<file path="src/rtl/seq_det_pkg.sv">
// rtl/seq_det_pkg.sv - shared constants and helpers for the serial pattern detector
package seq_det_pkg;

    localparam logic MODE_NONOVL = 1'b0;
    localparam logic MODE_OVL    = 1'b1;

    // Width of the fill-level state; fill ranges over 0..n-1.
    function automatic int fill_width(input int n);
        return $clog2(n);
    endfunction

endpackage

</file>
<file path="src/rtl/sat_counter.sv">
// rtl/sat_counter.sv - saturating up-counter with synchronous clear taking priority over increment
module sat_counter #(
    parameter int CNT_W = 8
) (
    input  logic             clk,
    input  logic             rst,
    input  logic             inc,
    input  logic             clr,
    output logic [CNT_W-1:0] q,
    output logic             sat
);

    logic [CNT_W-1:0] cnt_q;

    assign q   = cnt_q;
    assign sat = &cnt_q;

    always_ff @(posedge clk) begin
        if (rst || clr) begin
            cnt_q <= '0;
        end else if (inc && !sat) begin
            cnt_q <= cnt_q + CNT_W'(1);
        end
    end

endmodule

</file>
<file path="src/rtl/seq_detector_param.sv">
// rtl/seq_detector_param.sv - parametrised Mealy serial-pattern detector with reloadable pattern
module seq_detector_param
    import seq_det_pkg::*;
#(
    parameter int             N       = 4,
    parameter logic [N-1:0]   PATTERN = 4'b1011,
    parameter int             CNT_W   = 8
) (
    input  logic             clk,
    input  logic             rst,
    input  logic             en,
    input  logic             x,
    input  logic             overlap,
    input  logic             pat_load,
    input  logic [N-1:0]     pat_in,
    input  logic             cnt_clr,
    output logic             z,
    output logic             z_q,
    output logic [CNT_W-1:0] match_cnt,
    output logic             cnt_sat
);

    localparam int            FW        = fill_width(N);
    localparam logic [FW-1:0] FILL_FULL = FW'(N - 1);

    logic [N-2:0]  hist_q, hist_d;
    logic [FW-1:0] fill_q, fill_d;
    logic [N-1:0]  pat_q, pat_d;
    logic [N-1:0]  window;
    logic          match_raw;

    // Oldest history bit lands in the MSB, matching the pattern's first-bit-is-MSB order.
    assign window    = {hist_q, x};
    assign match_raw = (fill_q == FILL_FULL) && (window == pat_q);

    always_ff @(posedge clk) begin
        if (rst) begin
            hist_q <= '0;
            fill_q <= '0;
            pat_q  <= PATTERN;
            z_q    <= 1'b0;
        end else begin
            hist_q <= hist_d;
            fill_q <= fill_d;
            pat_q  <= pat_d;
            z_q    <= z;
        end
    end

    always_comb begin
        hist_d = hist_q;
        fill_d = fill_q;
        pat_d  = pat_q;
        if (pat_load) begin
            pat_d  = pat_in;
            fill_d = '0;
        end else if (en) begin
            hist_d = window[N-2:0];
            if (z && (overlap == MODE_NONOVL)) begin
                fill_d = '0;
            end else if (fill_q != FILL_FULL) begin
                fill_d = fill_q + FW'(1);
            end
        end
    end

    always_comb begin
        z = 1'b0;
        if (en && !rst && !pat_load) begin
            z = match_raw;
        end
    end

    sat_counter #(
        .CNT_W(CNT_W)
    ) u_match_cnt (
        .clk(clk),
        .rst(rst),
        .inc(z),
        .clr(cnt_clr),
        .q  (match_cnt),
        .sat(cnt_sat)
    );

endmodule

</file>
<file path="config.mk">
export PLATFORM = sky130hd
export DESIGN_NAME = seq_detector_param
export DESIGN_NICKNAME = d
export VERILOG_FILES = /design/src/rtl/seq_det_pkg.sv /design/src/rtl/sat_counter.sv /design/src/rtl/seq_detector_param.sv
export SDC_FILE = /design/constraint.sdc
export NUM_CORES = 1
export LEC_CHECK = 0
export ABC_AREA = 1
export CAP_MARGIN = 25
export CORE_MARGIN = 10
export CORE_UTILIZATION = 40
export DETAILED_ROUTE_END_ITERATION = 10
export PLACE_DENSITY = 0.78
export SLEW_MARGIN = 30
export SYNTH_ARGS = -nofsm -noshare
export SYNTH_HDL_FRONTEND = slang
export SYNTH_SLANG_ARGS = --single-unit
</file>
<file path="constraint.sdc">
create_clock -name clk -period 1.8 [get_ports clk]
set_input_delay 0.18 -clock clk [delete_from_list [all_inputs] [get_ports clk]]
set_output_delay 0.18 -clock clk [all_outputs]
set_load 0.01 [all_outputs]
</file>
# --- Word-level counts from Yosys, hierarchy flattened ---
# Cells that the tools add are included.
totals:
  latchBits: 0
  reg_bits: 18
  out_inout_bits: 11
  elab_cells: 29
  memories: 0
  inputBits: 11
  romBits: 0
  ramBits: 0
op_classes:
  order_cmp: 0
  bitwise: 2
  n_div: 0
  addsub: 2
  n_shift: 0
  n_eq_ne: 3
  muxes: 3
  reduce_logical: 14
  n_mul: 0
op_table:
  columns: ["cell", "n"]
  rows:
  - ["8-bit by 1-bit adder with 8-bit output, second input constant", 1]
  - ["8-bit AND reduction", 1]
  - ["1-bit logical AND", 5]
  - ["4-bit equality test", 1]
  - ["2-bit 2-to-1 mux", 2]
  - ["2-bit AND reduction", 2]
  - ["1-bit logical NOT", 3]
  - ["2-bit by 1-bit adder with 2-bit output, second input constant", 1]
  - ["2-bit equality test, second input constant", 1]
  - ["2-bit inequality test, second input constant", 1]
  - ["1-bit inverter", 2]
  - ["2-bit nonzero test", 1]
  - ["2-bit OR reduction", 1]
  - ["1-bit logical OR", 1]
  - ["1-bit 2-to-1 mux", 1]

# --- Logic depth before layout (Yosys ltp) ---
depth:
  word_depth: 7
  mapped_depth: 10
  mapped_depth_nobuf: 10

# --- Hierarchy ---
# Synthesis repeated with hierarchy kept, for this count alone.
hier_totals:
  cells_unflattened: 139
  hier_area_um2: 942.2
by_module_without_submodules:
  columns: ["mod", "cells_per_inst", "seq_area_each_um2", "area_per_inst_um2", "n_inst"]
  rows:
  - ["seq_detector_param", 67, 200.2, 485.5, 1]
  - ["sat_counter", 72, 160.2, 456.7, 1]

# --- Worst setup path after synthesis ---
# No wires, ideal clock.
synth_timing:
  path_kind: "reg2reg"
  startpoint: "reg u_match_cnt.cnt_q[0], in the netlist u_match_cnt.q[0]"
  endpoint: "reg u_match_cnt.cnt_q[3], in the netlist u_match_cnt.q[3]"
  arrival_time_ps: 1339
  slack_ps: 391
  path_stages_with_launch: 8
  path_buffers: 0
  t_required_ps: 1730
  path_cell_list: "dfxtp_1 -> ha_1 -> nand3_1 -> nor2_2 -> nand3_2 -> nand2_2 -> nand2_1 -> a21oi_1"
synth_via:
  elab_chain_cells: 3
synth_lines:
  columns: ["element", "line", "text"]
  rows:
  - ["start: declaration", "sat_counter.sv:13", "logic [CNT_W-1:0] cnt_q;"]
  - ["start signal: assignment", "sat_counter.sv:22", "cnt_q <= cnt_q + CNT_W'(1);"]
  - ["parallel branches: the longest is 3 deep, another holds 8-bit by 1-bit adder with 8-bit output", null, null]
# Several ways; the timed one is not identified.
# A chain may end at the register's enable or synchronous reset.

# --- Worst setup path after layout ---
layout_timing:
  startpoint: "reg fill_q[0]"
  endpoint: "out z"
layout_via:
  elab_chain_cells: 3
layout_lines:
  columns: ["element", "line", "text"]
  rows:
  - ["start: declaration", "seq_detector_param.sv:27", "logic [FW-1:0] fill_q, fill_d;"]
  - ["start signal: assignment", "seq_detector_param.sv:44", "fill_q <= fill_d;"]
  - ["2-bit equality test", "seq_detector_param.sv:34", "assign match_raw = (fill_q == FILL_FULL) && (window == pat_q);"]
  - ["1-bit logical AND", "seq_detector_param.sv:34", null]
  - ["1-bit 2-to-1 mux", "seq_detector_param.sv:69", "if (en && !rst && !pat_load) begin"]
  - ["end: declaration", "seq_detector_param.sv:17", "output logic z,"]
# No other way between the ends.

==> impl_metrics.toml <==
[power]
clock_power_share_pct = 33.4
power_frac_seq_pct = 55.4
p_int_w = 0.000579
power_density_mw_per_mm2 = 609
total_power_w = 0.000758
vdd_drop_max_mv = 0.368
cellLeakagePower_nw = 0.538
p_sw_share_pct = 23.6
p_comb_share_pct = 11.2
p_sw_w = 0.000179

[finish]
fill_cells = 221
finalNetCount = 170
area_growth_syn_to_layout_pct = 38.2
num_antenna_cells = 0
final_util_pct = 57.3
layout_common_cells = "nand2_1 (29), clkdlybuf4s50_1 (19), dfxtp_1 (16)"
layout_commonest_cell = "nand2_1"
drive_above_1_share_pct = 17.3

[worst_setup_path]
critPathLaunchType = "flop"
worstPathRequired_ns = 1.62
cp_slowest_cell = "dfxtp_2"
arrival_ns = 1.49
reg2reg_from = "fill_q[0]"
cp_top_family = "simple AND/OR/NAND/NOR gates"
r2r_slack_ns = 0.31
critPathMaxStageDelay_ns = 0.36
crit_fanout = 3
critPathBufInv = 1
crit_chain = "ha_2 -> nand3_2 -> nor2_2 -> and3_4 -> dlygate4sd2_1"
r2r-end = "u_match_cnt.q[6]"
rr_worst_depth = 8
end_kind = "primary output"
worstSetupPathType = "reg -> out"

[grt]
grt_first_pass_wirelength_mm = 3.55
grt_usage_pct = 9.72
grt_max_degree = 11
antenna_found_initial = 0
grt_overflow_total = 0
grt_pass1_vias = 881

[sta]
finalSetupViolCount = 0
skew_ns = 0.00225
period_share_pct = 92.8
tightestPinTransition_ns = 0.244
finalMaxSlewViolations = 0
final_hold_viol_count = 0
fmax_ghz = 0.598
tns_ns = 0
rsz0062_at_grt = "no"
min_period_ns = 1.67
worst_slew_margin_rel_pct = 83.6

[clocking]
cts_buffer_depth = 2
clkSinkCount = 18
clockRootBuffer = "clkbuf_4"
cts_tree = "done"
worstSkewPairLatency_ns = 0.30
cts_hold_buf = 0
numCtsBuffers = 3
h-tree-depth = 1
path_clk_slew_ns = 0.10

[synthesis]
synth_compound_area_share_pct = 12.2
synth_top_flop_cell = "dfxtp_1"
ys_ff_latch = 18
synthAdderAreaFrac_pct = 2.78
ys_async_sr_fraction_pct = 0
synth_nets = 135
syn-instance-count = 122
synth_simple_gate_area_share_pct = 30.7
synth_top_family_by_area = "simple AND/OR/NAND/NOR gates"
synth_xor_xnor_area_share_pct = 6.68
ys_seq_area_share_pct = 40.1
synth_edf_count = 0
syn_area_um2 = 900
avgSynthCellArea_um2 = 7.37
yosys_warnings = 0
yosysUniqueCellTypes = 20
synth_mux_area_share_pct = 0

[worst_hold_path]
hold_path_startpoint = "pat_in[3]"
worstHoldPathCells = 3
min_to = "pat_q[3]"
hp-class = "in -> reg"

[floorplanning]
pin_count = 22
coreArea_mm2 = 0.00217
num_rows = 17
initial_core_util_pct = 41.5
die_x_um = 67.4
dieHeight_um = 67.4
die_area_mm2 = 0.00455

[route]
wirelength_mm = 2.08
routed-via-count = 894
wl_per_cell_um = 11.3
drtAntennaViolNets = 0
drt_first_pass_iters = 4
first_iter_violations = 32
viasPerCell = 4.86
remaining_drc_errors = 0

[placed_design]
io_buffer_count = 21
routabilityCongestion = 0.772
detailed_place_hpwl_mm = 1.71

[flow_run]
max_cap_violations = 0

[outcome]
outcome = "finished clean"
cell usage after synthesis (all sizes together), types with 2 or more instances:
library cell / n / area, µm²
a21oi: 15 / 75.1
and3: 2 / 18.8
dfxtp: 18 / 360
ha: 2 / 25.0
inv: 14 / 52.6
nand2: 30 / 115
nand3: 14 / 80.1
nor2: 11 / 51.3
o21ai: 7 / 35.0
xnor2: 3 / 33.8
xor2: 3 / 26.3
final cells by class:
cell class                 instances  area [µm²]  share of cell area, %
clock buffer                       4        36.3                   2.92
inverter                          14        52.6                   4.23
multi-input combinational         89         474                   38.1
sequential                        18         363                   29.2
tap                               28        35.0                   2.82
timing repair buffer              31         283                   22.7
through the flow:
step	hold slack (ns)	cells	cell area, µm²	worst slack [ns]
2_1_floorplan	0.280	122	900	0.391
3_3_place_gp	0.459	179	1200	-0.0462
3_5_place_dp	0.474	179	1200	-0.0706
4_1_cts	0.457	184	1240	0.0947
5_1_grt	0.484	184	1240	0.0157
6_report	0.462	184	1240	0.129
state kept, by name, indices dropped and copies added (netlist names):
signal,flops
fill_q,2
hist_q,3
pat_q,4
u_match_cnt.q,8
z_q,1
layer usage:
layer / vias up / global-route usage [%] / share of wire (%) / wire length, µm
li1: 464 / - / - / -
met3: 5 / 2.81 / 6.9 / 143
met4: 0 / 4.62 / 1.9 / 39
met1: 404 / 9.94 / 42 / 885
met2: 21 / 17.8 / 49 / 1020
met5: - / 0 / 0 / 0
repair_timing:
action                     4_1_cts  5_1_grt
setup endpoints to repair        2        0
hold endpoints to repair         0        0
gates resized for setup          5        0
buffers inserted                 1        0
worst max-delay path by stage:
stage	start	end	slack, ns	depth (start not counted)
3_5_place_dp	pat_load	z	-0.07	6
4_1_cts	fill_q[0]	z	0.09	5
6_report	fill_q[0]	z	0.13	5
5_1_grt	fill_q[0]	z	0.02	5
3_3_place_gp	pat_load	z	-0.05	6
2_1_floorplan	u_match_cnt.q[0]	u_match_cnt.q[3]	0.39	7
power groups by stage:
stage	combinational, W	clock, W	sequential [W]
floorplan	0.0000433	0	0.000427
global placement	0.0000830	0	0.000428
detailed placement	0.0000860	0	0.000428
CTS	0.0000862	0.000267	0.000420
global route	0.0000975	0.000275	0.000421
finish	0.0000850	0.000253	0.000420
worst min-delay path: stages:
cell and delay, ns:
clkdlybuf4s50_1 0.40, nand2_1 0.07, nand3_1 0.07
kinds of logic after synthesis:
kind of cell | Yosys count
flops | 18
compound gates | 22
xor+xnor | 6
fa+ha+maj | 2
simple gates | 59
buf+inv | 15
No activity file was read; power rests on OpenSTA's default activity.
==> edit 1: new RTL, config.mk and constraints unchanged <==
Register the output `match_cnt`, with the module's reset; this adds one clock of latency there. The other outputs are not delayed to match.
--- a/src/rtl/seq_detector_param.sv
+++ b/src/rtl/seq_detector_param.sv
@@ -22,6 +22,8 @@
 
     localparam int            FW        = fill_width(N);
     localparam logic [FW-1:0] FILL_FULL = FW'(N - 1);
+
+    logic [CNT_W-1:0] match_cnt_d;
 
     logic [N-2:0]  hist_q, hist_d;
     logic [FW-1:0] fill_q, fill_d;
@@ -78,9 +80,17 @@
         .rst(rst),
         .inc(z),
         .clr(cnt_clr),
-        .q  (match_cnt),
+        .q  (match_cnt_d),
         .sat(cnt_sat)
     );
 
+    always_ff @(posedge clk) begin
+        if (rst) begin
+            match_cnt <= '0;
+        end else begin
+            match_cnt <= match_cnt_d;
+        end
+    end
+
 endmodule
 
Check against the original RTL: not equivalent (a bounded check fails within 10 cycles, from zero or initial values and one cycle with rst high).
==> edit 1 against the original RTL <==
Sequential cell count increased by 8; critical endpoint is now u_match_cnt.q[6]; area after synthesis grew 27%; combinational power up 5.1%; hold slack got worse by 0.0029 ns; total power rose by 29%; synthesized cell count rose by 20%; critical path type is now reg -> reg; maximum frequency is 5.5% lower; clock power grew 15%; non-clock buffer count rose by 10; critical path depth is 7 higher; wire length is 43% higher; setup slack got worse by 0.097 ns; final area increased by 27%; register-to-register slack got worse by 0.28 ns.
==> edit 1: results (changes against the original RTL) <==
The buffer levels on the longest clock path was 2 (unchanged). The wire length of the first global-routing pass came out at 4.83 mm (was 3.55 mm). The weighted congestion reported at the end of routability-driven placement was 0.850 (was 0.772).

The max-slew headroom at the worst pin came out at 80.3% (was 83.6%). The clock transition time at the flip-flop clock pins of the worst setup and hold paths came out at 0.14 ns (was 0.10 ns). The final routed wirelength across all metal layers came to 2.98 mm (was 2.08 mm).

The instance area after placement came out at 1430 sq um (was 1200 sq um). The post-synthesis sequential area ratio was 45.7% (was 40.1%). The reported leakage power came out at 0.692 nW (was 0.538 nW).

The proportion of synthesized flip-flops having asynchronous set or reset is 0% (unchanged). The endpoint of the lowest-slack register-to-register path is u_match_cnt.q[6] (unchanged). The total half-perimeter wirelength after legalization and detailed placement was 2.05 mm (was 1.71 mm).

The synthesized netlist net count is 160 (was 135). The number of nets in the layout is 203 (was 170). The slowest cell on the critical path is sky130_fd_sc_hd__dfxtp_1 (was sky130_fd_sc_hd__dfxtp_2). The depth of the worst register-to-register path came to 12 (was 8). The number of vias per cell is 4.83 (was 4.86). The worst setup slack for register-to-register paths came out at 0.03 ns (was 0.31 ns). The global-route usage over all layers was 11.0% (was 9.72%). Biggest area contributors in the synthesized netlist: sky130_fd_sc_hd__dfxtp_1 46%, sky130_fd_sc_hd__nand2_1 8.6%, sky130_fd_sc_hd__inv_1 7.6% (was sky130_fd_sc_hd__dfxtp_1 40%, sky130_fd_sc_hd__nand2_1 12%, sky130_fd_sc_hd__a21oi_1 8.3%). The sink of the worst hold path is pat_q[2] (was pat_q[3]). The type of the most critical hold path is in -> reg (unchanged). The hold path startpoint is pat_in[2] (was pat_in[3]). The clock tree skew after final layout came to 0.00599 ns (was 0.00225 ns). The largest incremental delay on the critical path came out at 0.37 ns. The maximum number of pins on one net before global-route repair came out at 15 (was 11).

The via count of the first global-routing pass came out at 1127 (was 881). The layout cell share with drive strength beyond 1 came to 21.2% (was 17.3%). Status: finished clean (unchanged). The worst setup path startpoint is u_match_cnt.q[2] (was fill_q[0]).

The endpoint arrival time on the critical path is 2.03 ns (was 1.49 ns). The kind of cell adding the most delay to the critical path is buffers and inverters (was simple AND/OR/NAND/NOR gates). The total setup violations reported at the end of the flow is 0 (unchanged).

The largest fanout on the critical path came out at 2 (was 3). List of most frequent post-synthesis cells: 26 x sky130_fd_sc_hd__dfxtp_1, 26 x sky130_fd_sc_hd__nand2_1, 23 x sky130_fd_sc_hd__inv_1 (was 29 x sky130_fd_sc_hd__nand2_1, 18 x sky130_fd_sc_hd__dfxtp_1, 15 x sky130_fd_sc_hd__a21oi_1). The maximum vdd ir drop came out at 0.478 mV (was 0.368 mV). The number of diodes added for antenna fixing came out at 0 (unchanged). The iteration count of the initial detailed-routing pass came to 4 (unchanged). The clock network latency to the later pin of the worst-skew pair came out at 0.31 ns. The filler cell count in the final layout is 242 (was 221).

The number of buffers added by the clock tree synthesis step came out at 3 (unchanged). The count of routing violations after the opening detailed-route iteration is 48 (was 32).
[edit 1: cell types whose count changed in the layout (fill, tap and decap cells not counted), sizes merged, moves of 2 or more]
cell,before,now
xor2,3,6
nand3,14,12
xnor2,3,1
dlygate4sd2,2,0
buf,10,20
dfxtp,18,26
inv,14,23
nand2,30,28
clkbuf,4,6
nor2,11,18
[edit 1: worst max-delay path by stage]
stage,end,slack (ns),depth (start not counted)
detailed placement,z,-0.16,7
floorplan,u_match_cnt.q[7],0.54,8
global route,u_match_cnt.q[6],-0.06,12
global placement,z,-0.13,7
finish,u_match_cnt.q[6],0.03,12
CTS,u_match_cnt.q[6],-0.11,12
[edit 1: metal layers]
layer  global-route usage, %  share of wire [%]
met5                       0                  0
met4                    3.93                1.2
met3                    3.90                5.7
met2                    20.9                 55
met1                    10.6                 38
[edit 1: cell families (layout without fill, tap and decap cells)]
group | Yosys count | in the layout | share of synthesized area [%]
xor gates and xnor gates | 7 | 7 | 6.04
adders and majority gates | 2 | 2 | 2.20
and+or+nand+nor | 63 | 63 | 26.0
DFF | 26 | 26 | 45.7
buffers and inverters | 26 | 68 | 9.89
AOI/OAI and AO/OA | 23 | 23 | 10.1
[edit 1: area by class of cell]
class | count | share of cell area [%]
repair buffers | 41 | 23.4
inverters | 23 | 5.47
multi-input cells | 95 | 33.2
flip-flops and latches | 26 | 33.2
clock buffers | 4 | 2.30
well taps | 31 | 2.46
[edit 1: power breakdown]
part / switching [mW] / internal, mW / total (mW)
Sequential: 0.00909 / 0.588 / 0.597
Clock: 0.168 / 0.124 / 0.292
Combinational: 0.0450 / 0.0443 / 0.0893
Total: 0.223 / 0.756 / 0.978
[edit 1: timing repair]
action	in CTS	in global routing
endpoints found under the setup margin	2	3
setup buffers	7	5
pin swaps	3	3
resized for setup	7	11
[edit 1: metrics by stage]
step | hold slack [ns] | std cells | setup WS (ns) | util [%]
floorplan | 0.280 | 147 | 0.539 | -
global placement | 0.452 | 205 | -0.131 | 52.3
detailed placement | 0.471 | 205 | -0.160 | 52.3
CTS | 0.458 | 216 | -0.112 | 56.0
global route | 0.481 | 220 | -0.0575 | 57.8
finish | 0.460 | 220 | 0.0320 | 57.8
==> edit 2: new RTL, config.mk and constraints unchanged <==
Without the edit above. `CNT_W` is set to 8 in 2 places; all go to 12.
--- a/src/rtl/sat_counter.sv
+++ b/src/rtl/sat_counter.sv
@@ -1,6 +1,6 @@
 // rtl/sat_counter.sv - saturating up-counter with synchronous clear taking priority over increment
 module sat_counter #(
-    parameter int CNT_W = 8
+    parameter int CNT_W = 12
 ) (
     input  logic             clk,
     input  logic             rst,
--- a/src/rtl/seq_detector_param.sv
+++ b/src/rtl/seq_detector_param.sv
@@ -4,7 +4,7 @@
 #(
     parameter int             N       = 4,
     parameter logic [N-1:0]   PATTERN = 4'b1011,
-    parameter int             CNT_W   = 8
+    parameter int             CNT_W   = 12
 ) (
     input  logic             clk,
     input  logic             rst,
Interface: changed (resized match_cnt); port bits go from 22 to 26. No check against the original RTL was run, so the function may have changed too.
==> edit 2 against the original RTL <==
Synthesized cell count rose by 37%; total power rose by 16%; sequential cell count rose by 4; setup slack got worse by 0.031 ns; global-route usage rose by 0.69 points; wire length rose by 31%; combinational power rose by 8.8%; first-iteration DRC count rose by 88%; area after synthesis rose by 35%; final cell count rose by 32%; final area rose by 33%; critical path type unchanged; critical endpoint is now cnt_sat; highest routed layer unchanged.
==> edit 2: results (changes against the original RTL) <==
The number of distinct library cells after synthesis is 23 (was 20). The filler-free cell count of the finished design was 243 (was 184). The weighted congestion reported at the end of routability-driven placement came out at 0.824 (was 0.772). The reported leakage power came out at 0.717 nW (was 0.538 nW).

The proportion of synthesized flip-flops having asynchronous set or reset was 0% (unchanged). The endpoint arrival time on the critical path came to 1.52 ns (was 1.49 ns). The number of buffers inserted by post-CTS setup repair is 0 (was 1). The flip-flop count of the largest register after layout came out at 12 (was 8). The largest fanout on the critical path came out at 3 (unchanged). The number of buffers inserted by port buffering is 25 (was 21). The maximum number of pins on one net before global-route repair is 14 (was 11). The slowest cell on the critical path is sky130_fd_sc_hd__dfxtp_1 (was sky130_fd_sc_hd__dfxtp_2). The number of cells on the worst hold path is 3 (unchanged). The depth of the worst register-to-register path came out at 9 (was 8). The clock tree skew after final layout is 0.00317 ns (was 0.00225 ns). Biggest area contributors in the synthesized netlist: sky130_fd_sc_hd__dfxtp_1 36%, sky130_fd_sc_hd__nand2_1 12%, sky130_fd_sc_hd__a21oi_1 7.4% (was sky130_fd_sc_hd__dfxtp_1 40%, sky130_fd_sc_hd__nand2_1 12%, sky130_fd_sc_hd__a21oi_1 8.3%). The number of buffers added by the clock tree synthesis step is 3 (unchanged). Status: finished clean (unchanged). The synthesis warning total is 0 (unchanged). The maximum vdd ir drop came out at 0.307 mV (was 0.368 mV). The post-synthesis sequential area ratio is 36.2% (was 40.1%). The iteration count of the initial detailed-routing pass came out at 4 (unchanged). The via count of the first global-routing pass is 1129 (was 881).

The synthesized netlist net count came out at 180 (was 135). The kind of cell adding the most delay to the critical path is flip-flops (was simple AND/OR/NAND/NOR gates). The setup slack at placement came out at -0.132 ns (was -0.0706 ns). List of most frequent post-synthesis cells: 39 x sky130_fd_sc_hd__nand2_1, 22 x sky130_fd_sc_hd__dfxtp_1, 20 x sky130_fd_sc_hd__nor2_1 (was 29 x sky130_fd_sc_hd__nand2_1, 18 x sky130_fd_sc_hd__dfxtp_1, 15 x sky130_fd_sc_hd__a21oi_1). The transition time at the pin with the least slew margin is 0.313 ns (was 0.244 ns).

The clock network latency to the later pin of the worst-skew pair is 0.31 ns. The number of nets in the layout was 226 (was 170). The wire length of the first global-routing pass came out at 4.67 mm (was 3.55 mm).

The synthesized area divided by synthesized cell count came to 7.28 sq um (was 7.37 sq um). The total half-perimeter wirelength after legalization and detailed placement came out at 2.21 mm (was 1.71 mm). The instance area after placement is 1610 sq um (was 1200 sq um). The depth of the CTS H-tree came out at 1 (unchanged). The layout cell share with drive strength beyond 1 came to 21.7% (was 17.3%). The count of routing violations after the opening detailed-route iteration is 60 (was 32).

The switching portion of total power is 23.9% (was 23.6%). The clock transition time at the flip-flop clock pins of the worst setup and hold paths came to 0.13 ns (was 0.10 ns). The number of vias per cell is 4.74 (was 4.86). The global-route usage over all layers came out at 10.4% (was 9.72%).

The final routed wirelength across all metal layers is 2.72 mm (was 2.08 mm).
-- edit 2: worst paths after layout --
path | from | slack (ns) | end
setup reg to reg | u_match_cnt.q[0] | 0.27 | u_match_cnt.q[4]
setup / recovery | u_match_cnt.q[0] | 0.1 | cnt_sat
hold / removal | pat_in[2] | 0.45 | pat_q[2]
hold reg to reg | hist_q[2] | 0.48 | hist_q[2]
-- edit 2: kinds of logic after synthesis --
group / Yosys count / synth area share (%)
AO/OA/AOI/OAI: 25 / 10.3
adder cells (fa/ha/maj): 2 / 2.06
AND/OR/NAND/NOR: 85 / 34.0
XOR/XNOR: 11 / 7.92
buffers and inverters: 22 / 9.57
flip-flops: 22 / 36.2
-- edit 2: cell type report --
class | instances | area, sq um
inverters | 19 | 73.8
flip-flops and latches | 22 | 443
clock buffers | 4 | 36.3
fillers | 272 | 1170
multi-input cells | 123 | 671
repair buffers | 44 | 392
well taps | 31 | 38.8
-- edit 2: metal layers --
layer | track usage [%] | routed length, um
met1 | 12.3 | 1320
met2 | 17.2 | 1190
met3 | 2.37 | 158
met4 | 5.36 | 53
met5 | 0 | 0
-- edit 2: worst min-delay path: stages --
cell	delay, ns
sky130_fd_sc_hd__clkdlybuf4s50_1	0.40
sky130_fd_sc_hd__nor2_1	0.10
sky130_fd_sc_hd__nor2_1	0.05
-- edit 2: power by group through the flow --
stage / clock network [mW] / registers, mW / logic, mW
2_1_floorplan: 0 / 0.515 / 0.0474
3_3_place_gp: 0 / 0.516 / 0.0878
3_5_place_dp: 0 / 0.517 / 0.0899
4_1_cts: 0.281 / 0.506 / 0.0912
5_1_grt: 0.297 / 0.508 / 0.105
6_report: 0.279 / 0.506 / 0.0925
-- edit 2: timing repair --
item / in CTS / in global routing
endpoints found under the hold margin: 0 / 0
resized for setup: 4 / 4
pin swaps: 0 / 1
setup endpoints to repair: 2 / 2
